`src/rtl/prg_injector.sv`:
```
// prg_injector: writes a PRG image from the loader stream into C64 RAM, then patches the BASIC end pointers
// Ports: clk/reset_n (async active-low); load_prg, ioctl_* loader stream in, ioctl_wait back-pressure out;
//        ram_addr/ram_data/ram_we/ram_ack RAM write handshake; busy, prg_done, prg_err status;
//        load_start/load_end image address range.
module prg_injector (
  input  logic        clk,
  input  logic        reset_n,
  input  logic        load_prg,
  input  logic        ioctl_download,
  input  logic [22:0] ioctl_addr,
  input  logic [7:0]  ioctl_data,
  input  logic        ioctl_wr,
  output logic        ioctl_wait,
  output logic [15:0] ram_addr,
  output logic [7:0]  ram_data,
  output logic        ram_we,
  input  logic        ram_ack,
  output logic        busy,
  output logic        prg_done,
  output logic        prg_err,
  output logic [15:0] load_start,
  output logic [15:0] load_end
);
  typedef enum logic [2:0] {IDLE, HDR, DATA, RAM_WAIT, PTR, PTR_WAIT, DONE} state_t;
  // zero-page pointer low bytes, index 0 in the least significant byte
  localparam logic [63:0] PTR_TAB = {8'hAF, 8'hAE, 8'h32, 8'h31, 8'h30, 8'h2F, 8'h2E, 8'h2D};
  state_t      state_q, state_d;
  logic        dl_q;
  logic        end_q, end_d;
  logic [2:0]  ptr_idx_q, ptr_idx_d;
  logic        wait_q, wait_d, we_q, we_d, busy_q, busy_d, done_q, done_d, err_q, err_d;
  logic [15:0] addr_q, addr_d, ls_q, ls_d, le_q, le_d;
  logic [7:0]  data_q, data_d;
  logic        rise, fall, wr;
  assign rise = ioctl_download & ~dl_q;
  assign fall = ~ioctl_download & dl_q;
  assign wr   = ioctl_wr & load_prg;
  assign ioctl_wait = wait_q;
  assign ram_addr   = addr_q;
  assign ram_data   = data_q;
  assign ram_we     = we_q;
  assign busy       = busy_q;
  assign prg_done   = done_q;
  assign prg_err    = err_q;
  assign load_start = ls_q;
  assign load_end   = le_q;
  always_comb begin
    state_d   = state_q;
    end_d     = end_q;
    ptr_idx_d = ptr_idx_q;
    wait_d    = wait_q;
    we_d      = we_q;
    busy_d    = busy_q;
    done_d    = 1'b0;
    err_d     = err_q;
    addr_d    = addr_q;
    data_d    = data_q;
    ls_d      = ls_q;
    le_d      = le_q;
    case (state_q)
      IDLE: if (rise && load_prg) begin
        err_d     = 1'b0;
        ls_d      = '0;
        le_d      = '0;
        ptr_idx_d = '0;
        end_d     = 1'b0;
        state_d   = HDR;
      end
      HDR: if (fall) begin
        err_d   = 1'b1;
        done_d  = 1'b1;
        busy_d  = 1'b0;
        state_d = DONE;
      end else if (wr && ioctl_addr == 23'd0) begin
        ls_d[7:0] = ioctl_data;
        busy_d    = 1'b1;
      end else if (wr && ioctl_addr == 23'd1) begin
        ls_d[15:8] = ioctl_data;
        le_d       = {ioctl_data, ls_q[7:0]};
        busy_d     = 1'b1;
        state_d    = DATA;
      end
      DATA: if (fall) begin
        wait_d  = 1'b1;
        state_d = PTR;
      end else if (wr && ioctl_addr >= 23'd2) begin
        // offsets past a full 64K image would wrap onto already written RAM
        if (ioctl_addr >= 23'd65538) err_d = 1'b1;
        else begin
          addr_d  = ls_q + ioctl_addr[15:0] - 16'd2;
          data_d  = ioctl_data;
          we_d    = 1'b1;
          wait_d  = 1'b1;
          state_d = RAM_WAIT;
        end
      end
      RAM_WAIT: begin
        if (fall) end_d = 1'b1;
        if (ram_ack) begin
          we_d    = 1'b0;
          le_d    = addr_q + 16'd1;
          wait_d  = end_q || fall;
          state_d = (end_q || fall) ? PTR : DATA;
        end
      end
      PTR: begin
        addr_d  = {8'h00, PTR_TAB[{ptr_idx_q, 3'b000} +: 8]};
        data_d  = ptr_idx_q[0] ? le_q[15:8] : le_q[7:0];
        we_d    = 1'b1;
        state_d = PTR_WAIT;
      end
      PTR_WAIT: if (ram_ack) begin
        we_d = 1'b0;
        if (ptr_idx_q == 3'd7) begin
          done_d  = 1'b1;
          busy_d  = 1'b0;
          wait_d  = 1'b0;
          state_d = DONE;
        end else begin
          ptr_idx_d = ptr_idx_q + 3'd1;
          state_d   = PTR;
        end
      end
      DONE: state_d = IDLE;
      default: state_d = IDLE;
    endcase
    // a strobe the loader was told to hold off, or one arriving after end of stream, is an overrun
    if (ioctl_wr && (wait_q || state_q == PTR || state_q == PTR_WAIT)) err_d = 1'b1;
  end
  always_ff @(posedge clk or negedge reset_n)
    if (!reset_n) begin
      state_q   <= IDLE;
      dl_q      <= 1'b0;
      end_q     <= 1'b0;
      ptr_idx_q <= '0;
      wait_q    <= 1'b0;
      we_q      <= 1'b0;
      busy_q    <= 1'b0;
      done_q    <= 1'b0;
      err_q     <= 1'b0;
      addr_q    <= '0;
      data_q    <= '0;
      ls_q      <= '0;
      le_q      <= '0;
    end else begin
      state_q   <= state_d;
      dl_q      <= ioctl_download;
      end_q     <= end_d;
      ptr_idx_q <= ptr_idx_d;
      wait_q    <= wait_d;
      we_q      <= we_d;
      busy_q    <= busy_d;
      done_q    <= done_d;
      err_q     <= err_d;
      addr_q    <= addr_d;
      data_q    <= data_d;
      ls_q      <= ls_d;
      le_q      <= le_d;
    end
endmodule

```
`config.mk`:
```
export PLATFORM = sky130hd
export DESIGN_NAME = prg_injector
export DESIGN_NICKNAME = d
export VERILOG_FILES = /design/src/rtl/prg_injector.sv
export SDC_FILE = /design/constraint.sdc
export NUM_CORES = 1
export LEC_CHECK = 0
export BUFFER_PORTS_ARGS = -buffer_cell sky130_fd_sc_hd__clkbuf_2
export CAP_MARGIN = 30
export CORE_ASPECT_RATIO = 0.6
export CORE_MARGIN = 3
export CORE_UTILIZATION = 56
export CTS_CLUSTER_DIAMETER = 80
export DETAILED_ROUTE_END_ITERATION = 8
export PLACE_DENSITY = 0.91
export RECOVER_POWER = 100
export SLEW_MARGIN = 40
export SYNTH_ARGS = -nofsm -noshare
export SYNTH_HDL_FRONTEND = slang
export SYNTH_SLANG_ARGS = --single-unit
```
`constraint.sdc`:
```
create_clock -name clk -period 3.5 [get_ports clk]
set_clock_uncertainty 0.05 [all_clocks]
set_input_delay 0 -clock clk [delete_from_list [all_inputs] [get_ports clk]]
set_output_delay 0 -clock clk [all_outputs]
set_load 0.02 [all_outputs]
```
== After elaboration in Yosys (flattened, before gate mapping) ==
Cells that the tools add are included.
Word-level totals
  output and inout port bits: 61
  logic and storage cells: 150
  register bits: 69
  input bits: 37
Cells by class
  magnitude comparators: 2
  multiplexer cells: 62
  equality and inequality tests: 31
  shifts and indexed selects: 1
  add/subtract/negate cells: 4
  reduce and logical (&&, ||, !) cells: 31
  bitwise logic cells: 5
Operators by type and width (number)
  $mux 16: 9
  $pmux 16 s2: 2
  $shiftx 64x7->8 const A: 1
  $mux 8: 7
  $pmux 16 s3: 1
  $mux 3: 13
  $ne 3x3->1 const B: 9
  $ne 2x2->1 const B: 13
  $eq 23x1->1 const B: 1
  $ge 23x17->1 const B: 1
  $ge 23x2->1 const B: 1
  $logic_not 23->1: 1
  $mux 1: 20
  $pmux 3 s6: 1
  $reduce_and 6->1: 3
  $add 16x1->16 const B: 1
  $add 16x16->16: 1
  $pmux 8 s2: 1
  $reduce_and 4->1: 4
  $sub 16x2->16 const B: 1
  $reduce_and 5->1: 2
  $reduce_bool 2->1: 5
  $eq 3x3->1 const B: 3
  $pmux 1 s3: 3
  18 further kinds: 32

== Logic depth before layout (Yosys ltp) ==
  depth after elaboration: 6
  mapped depth: 12
  gate-level depth less buffers: 12

== Least setup slack after synthesis ==
OpenSTA, ideal clock, no wires.
  path kind: register to register
  start point: register ls_q[1] (netlist: load_start[1])
  end point: register addr_q[13] (netlist: ram_addr[13])
  slack: 0.896 ns
  data required time: 3.354 ns
  stages on the path, launching flop included: 13
  buffers on the path: 0
  period minus slack after synthesis: 2.604 ns
  setup time: 0.096 ns
  data arrival time: 2.459 ns
  cell sequence: dfrtp_1 > inv_1 > ha_1 > inv_1 > ha_1 > inv_1 > fa_1 > nor2b_1 > o2111ai_1 > a31oi_1 > a31oi_1 > xor2_1 > o31ai_1
Between the ends
  word-level cells in the longest chain between the ends: 6
Ends and longest elaborated chain
  start: declaration: RTL line 32  | logic [15:0] addr_q, addr_d, ls_q, ls_d, le_q, le_d;
  start signal: assignment: RTL line 157  | ls_q <= ls_d;
  $add 16x16->16: RTL line 90  | addr_d = ls_q + ioctl_addr[15:0] - 16'd2;
  $sub 16x2->16: RTL line 90
  $mux 16: RTL line 88  | if (ioctl_addr >= 23'd65538) err_d = 1'b1;
  $mux 16: RTL line 86  | end else if (wr && ioctl_addr >= 23'd2) begin
  $mux 16: RTL line 83  | DATA: if (fall) begin
  $pmux 16 s2: RTL line 60  | case (state_q)
  end signal: assignment: RTL line 155  | addr_q <= addr_d;
  end: declaration: RTL line 32
No other way between the ends. The select of a mux whose other input is x is not followed.
A chain may end at the register's enable or synchronous reset.

== Worst setup path after layout ==
Same ends and word-level chain as after synthesis.

==> flow_summary.json <==
{
  "setup_viol_count_final": 0,
  "syn_avg_cell_area_sq_um": 8.71,
  "wl_um": 15000,
  "synthFlopType": "dfrtp_1",
  "tightest_slew_ps": 2260,
  "status": "complete, but fails checks",
  "antenna_left": 0,
  "synthSimpleGateAreaFrac": 0.155,
  "path_clk_slew_ps": 50,
  "cts_root_buf": "clkbuf_16",
  "synth-edff-count": 0,
  "drt-initial-drc-count": 496,
  "violations": "capacitance limit, slew limit",
  "first_pass_iters": 5,
  "power.density_nw_per_um2": 712,
  "track_usage": 0.317,
  "path_class": "reg -> reg",
  "synth_xor_area_frac": 0.0568,
  "die_area_sq_um": 9720,
  "r2r_end": "ram_addr[13]",
  "routed_via_density": 6.08,
  "cp-startpoint": "load_start[1]",
  "ys_types": 54,
  "required_ps": 3690,
  "pin_count": 98,
  "synth_nets": 625,
  "slew_violations": 39,
  "fin_crit_ps": 2980,
  "yosys.area_share.adder": 0.104,
  "synthesis.instances": 549,
  "area_growth_pct": 19.6,
  "crit_arrival_ps": 3170,
  "coreArea_sq_um": 8070,
  "placementRows": 25,
  "vdd_ir_drop_max_mv": 0.367,
  "maxSlewHeadroom": -0.507,
  "crit_path_end_kind": "flop",
  "setup_tns_ps": 0,
  "vias": 4685,
  "synth_area_sq_um": 4780,
  "synth-compound-area-share": 0.176,
  "maxCapViolations": 1,
  "yosysWarnings": 0,
  "synth_seq_cells": 69,
  "clkSinkCount": 69,
  "ctsLongestPathBuffers": 2,
  "reg2reg_depth": 12,
  "routabilityCongestion": 1.05,
  "r2r_slack_ps": 520,
  "synthArstFlopShare": 1.00,
  "grt_overflow": 0,
  "min_from": "ioctl_addr[15]",
  "portBuffers": 97,
  "synth_top_family_by_area": "compound AO/OA/AOI/OAI gates",
  "drive_gt1_frac": 0.0937,
  "die_y_um": 77.6,
  "leakagePower_nw": 2.68,
  "stdcell_area_sq_um": 5720,
  "grt_pass1_wl_um": 24000,
  "antenna_found_initial": 0,
  "rsz0062_at_grt": "false",
  "cts_setup_buffers": 0,
  "period_share": 0.851,
  "rr_startpoint": "load_start[1]",
  "initial_core_util": 0.592,
  "cts.htree.levels": 3,
  "seq_area_frac_synth": 0.361,
  "place_area_sq_um": 5390,
  "max_freq_mhz": 336,
  "diodes": 0,
  "drc_errors": 0,
  "hold_viol_final": 0,
  "wl_per_cell_um": 19.5,
  "cp_max_fo": 4,
  "grt_pass1_vias": 4497,
  "min_path_type": "in -> reg",
  "chipWidth_um": 125,
  "cts_buffers": 9,
  "cts_tree": "yes",
  "synthMuxAreaShare": 0.0738,
  "worstSetupEndpoint": "ram_addr[13]",
  "final_nets": 733,
  "worst_setup_path_start_kind": "flop",
  "clk_latency_ps": 340,
  "total_power_mw": 4.07,
  "min_path_cells": 4,
  "grt_max_degree": 39,
  "hpwl_um": 11400
}
==> synthesized netlist by cell type (10+ instances only) <==
master / count / area [sq um]
nand2_1: 73 / 274
nor3_1: 10 / 50.1
mux2_4: 10 / 150
a21oi_1: 14 / 70.1
xnor2_1: 14 / 123
inv_1: 70 / 263
xor2_1: 17 / 149
ha_1: 38 / 475
o21ai_0: 43 / 215
clkbuf_1: 17 / 63.8
o21ai_1: 23 / 115
nor2_1: 22 / 82.6
dfrtp_1: 69 / 1730
a22o_1: 11 / 96.3
nand3_1: 19 / 95.1
==> flip-flops by register name (all words and copies together), names as in the netlist <==
| signal | cells |
|---|---|
| end_q | 1 |
| ram_data | 8 |
| dl_q | 1 |
| prg_err | 1 |
| ram_addr | 16 |
| ram_we | 1 |
| busy | 1 |
| load_start | 16 |
| prg_done | 1 |
| ioctl_wait | 1 |
| ptr_idx_q | 3 |
| state_q | 3 |
| load_end | 16 |
==> logic make-up (layout without fill, tap and decap cells) <==
family | Yosys count | in the layout
compound gates | 136 | 136
xor+xnor | 31 | 31
fa+ha+maj | 39 | 39
buf+inv | 89 | 202
flops | 69 | 69
mux | 29 | 29
simple gates | 156 | 156
==> worst max-delay path, cell delays in order, from the launching register on <==
cell       delay (ps)
dfrtp_1           420
inv_1              70
ha_1              270
inv_1              60
ha_1              190
inv_1              60
fa_1              400
nor2b_1           200
o2111ai_1         160
a31oi_1           390
a31oi_1           220
xor2_1            190
o31ai_1           200
==> per-stage QoR <==
stage          setup WS, ps  instances  hold slack, ps  utilization
4_1_cts                 656        770            57.4        0.724
6_report                521        770            71.3        0.708
3_3_place_gp            867        741             114        0.665
3_5_place_dp            674        741           -40.0        0.667
2_1_floorplan           896        549            -346            -
5_1_grt                 337        770            99.3        0.708
==> power by group <==
group	switching, mW	internal, mW	leakage [nW]	total (mW)
logic	1.13	0.593	1.61	1.72
registers	0.321	1.03	0.905	1.35
clock network	0.352	0.646	0.160	0.998
==> layout make-up <==
type	instances	area, sq um
repair buffers	116	572
flip-flops and latches	69	1730
clock inverters	5	82.6
well taps	108	135
fillers	650	2350
inverters	70	263
multi-input cells	391	2690
clock buffers	11	243
==> layout by cell type (no fill, tap or decap), types with 11 or more instances in the layout <==
cell type and count:
nand2_1 73, inv_1 70, dfrtp_1 69, clkbuf_1 66, o21ai_0 62, ha_1 38, clkbuf_2 35, nor2_1 22
nand3_1 19, mux2_1 18, xor2_1 17, a21oi_1 14, xnor2_1 14, dlygate4sd3_1 13, a22o_1 11
==> per-layer routing <==
| layer | vias to the layer above | track usage | part of all wire |
|---|---|---|---|
| li1 | 2113 | - | - |
| met1 | 2224 | 0.459 | 0.44 |
| met2 | 306 | 0.452 | 0.41 |
| met3 | 42 | 0.115 | 0.13 |
| met4 | 0 | 0.0725 | 0.021 |
| met5 | - | 0 | 0 |
==> worst min-delay path by stage <==
| stage | to | slack, ps |
|---|---|---|
| 2_1_floorplan | busy | -350 |
| 3_3_place_gp | prg_done | 110 |
| 3_5_place_dp | ram_data[0] | -40 |
| 4_1_cts | ram_addr[15] | 60 |
| 5_1_grt | ram_addr[15] | 100 |
| 6_report | ram_addr[15] | 70 |
==> what timing repair did <==
item,CTS,global route
gates resized for setup,0,0
endpoints found under the hold margin,55,0
hold buffers,13,0
Note: power is estimated with default switching activity, not from simulation.
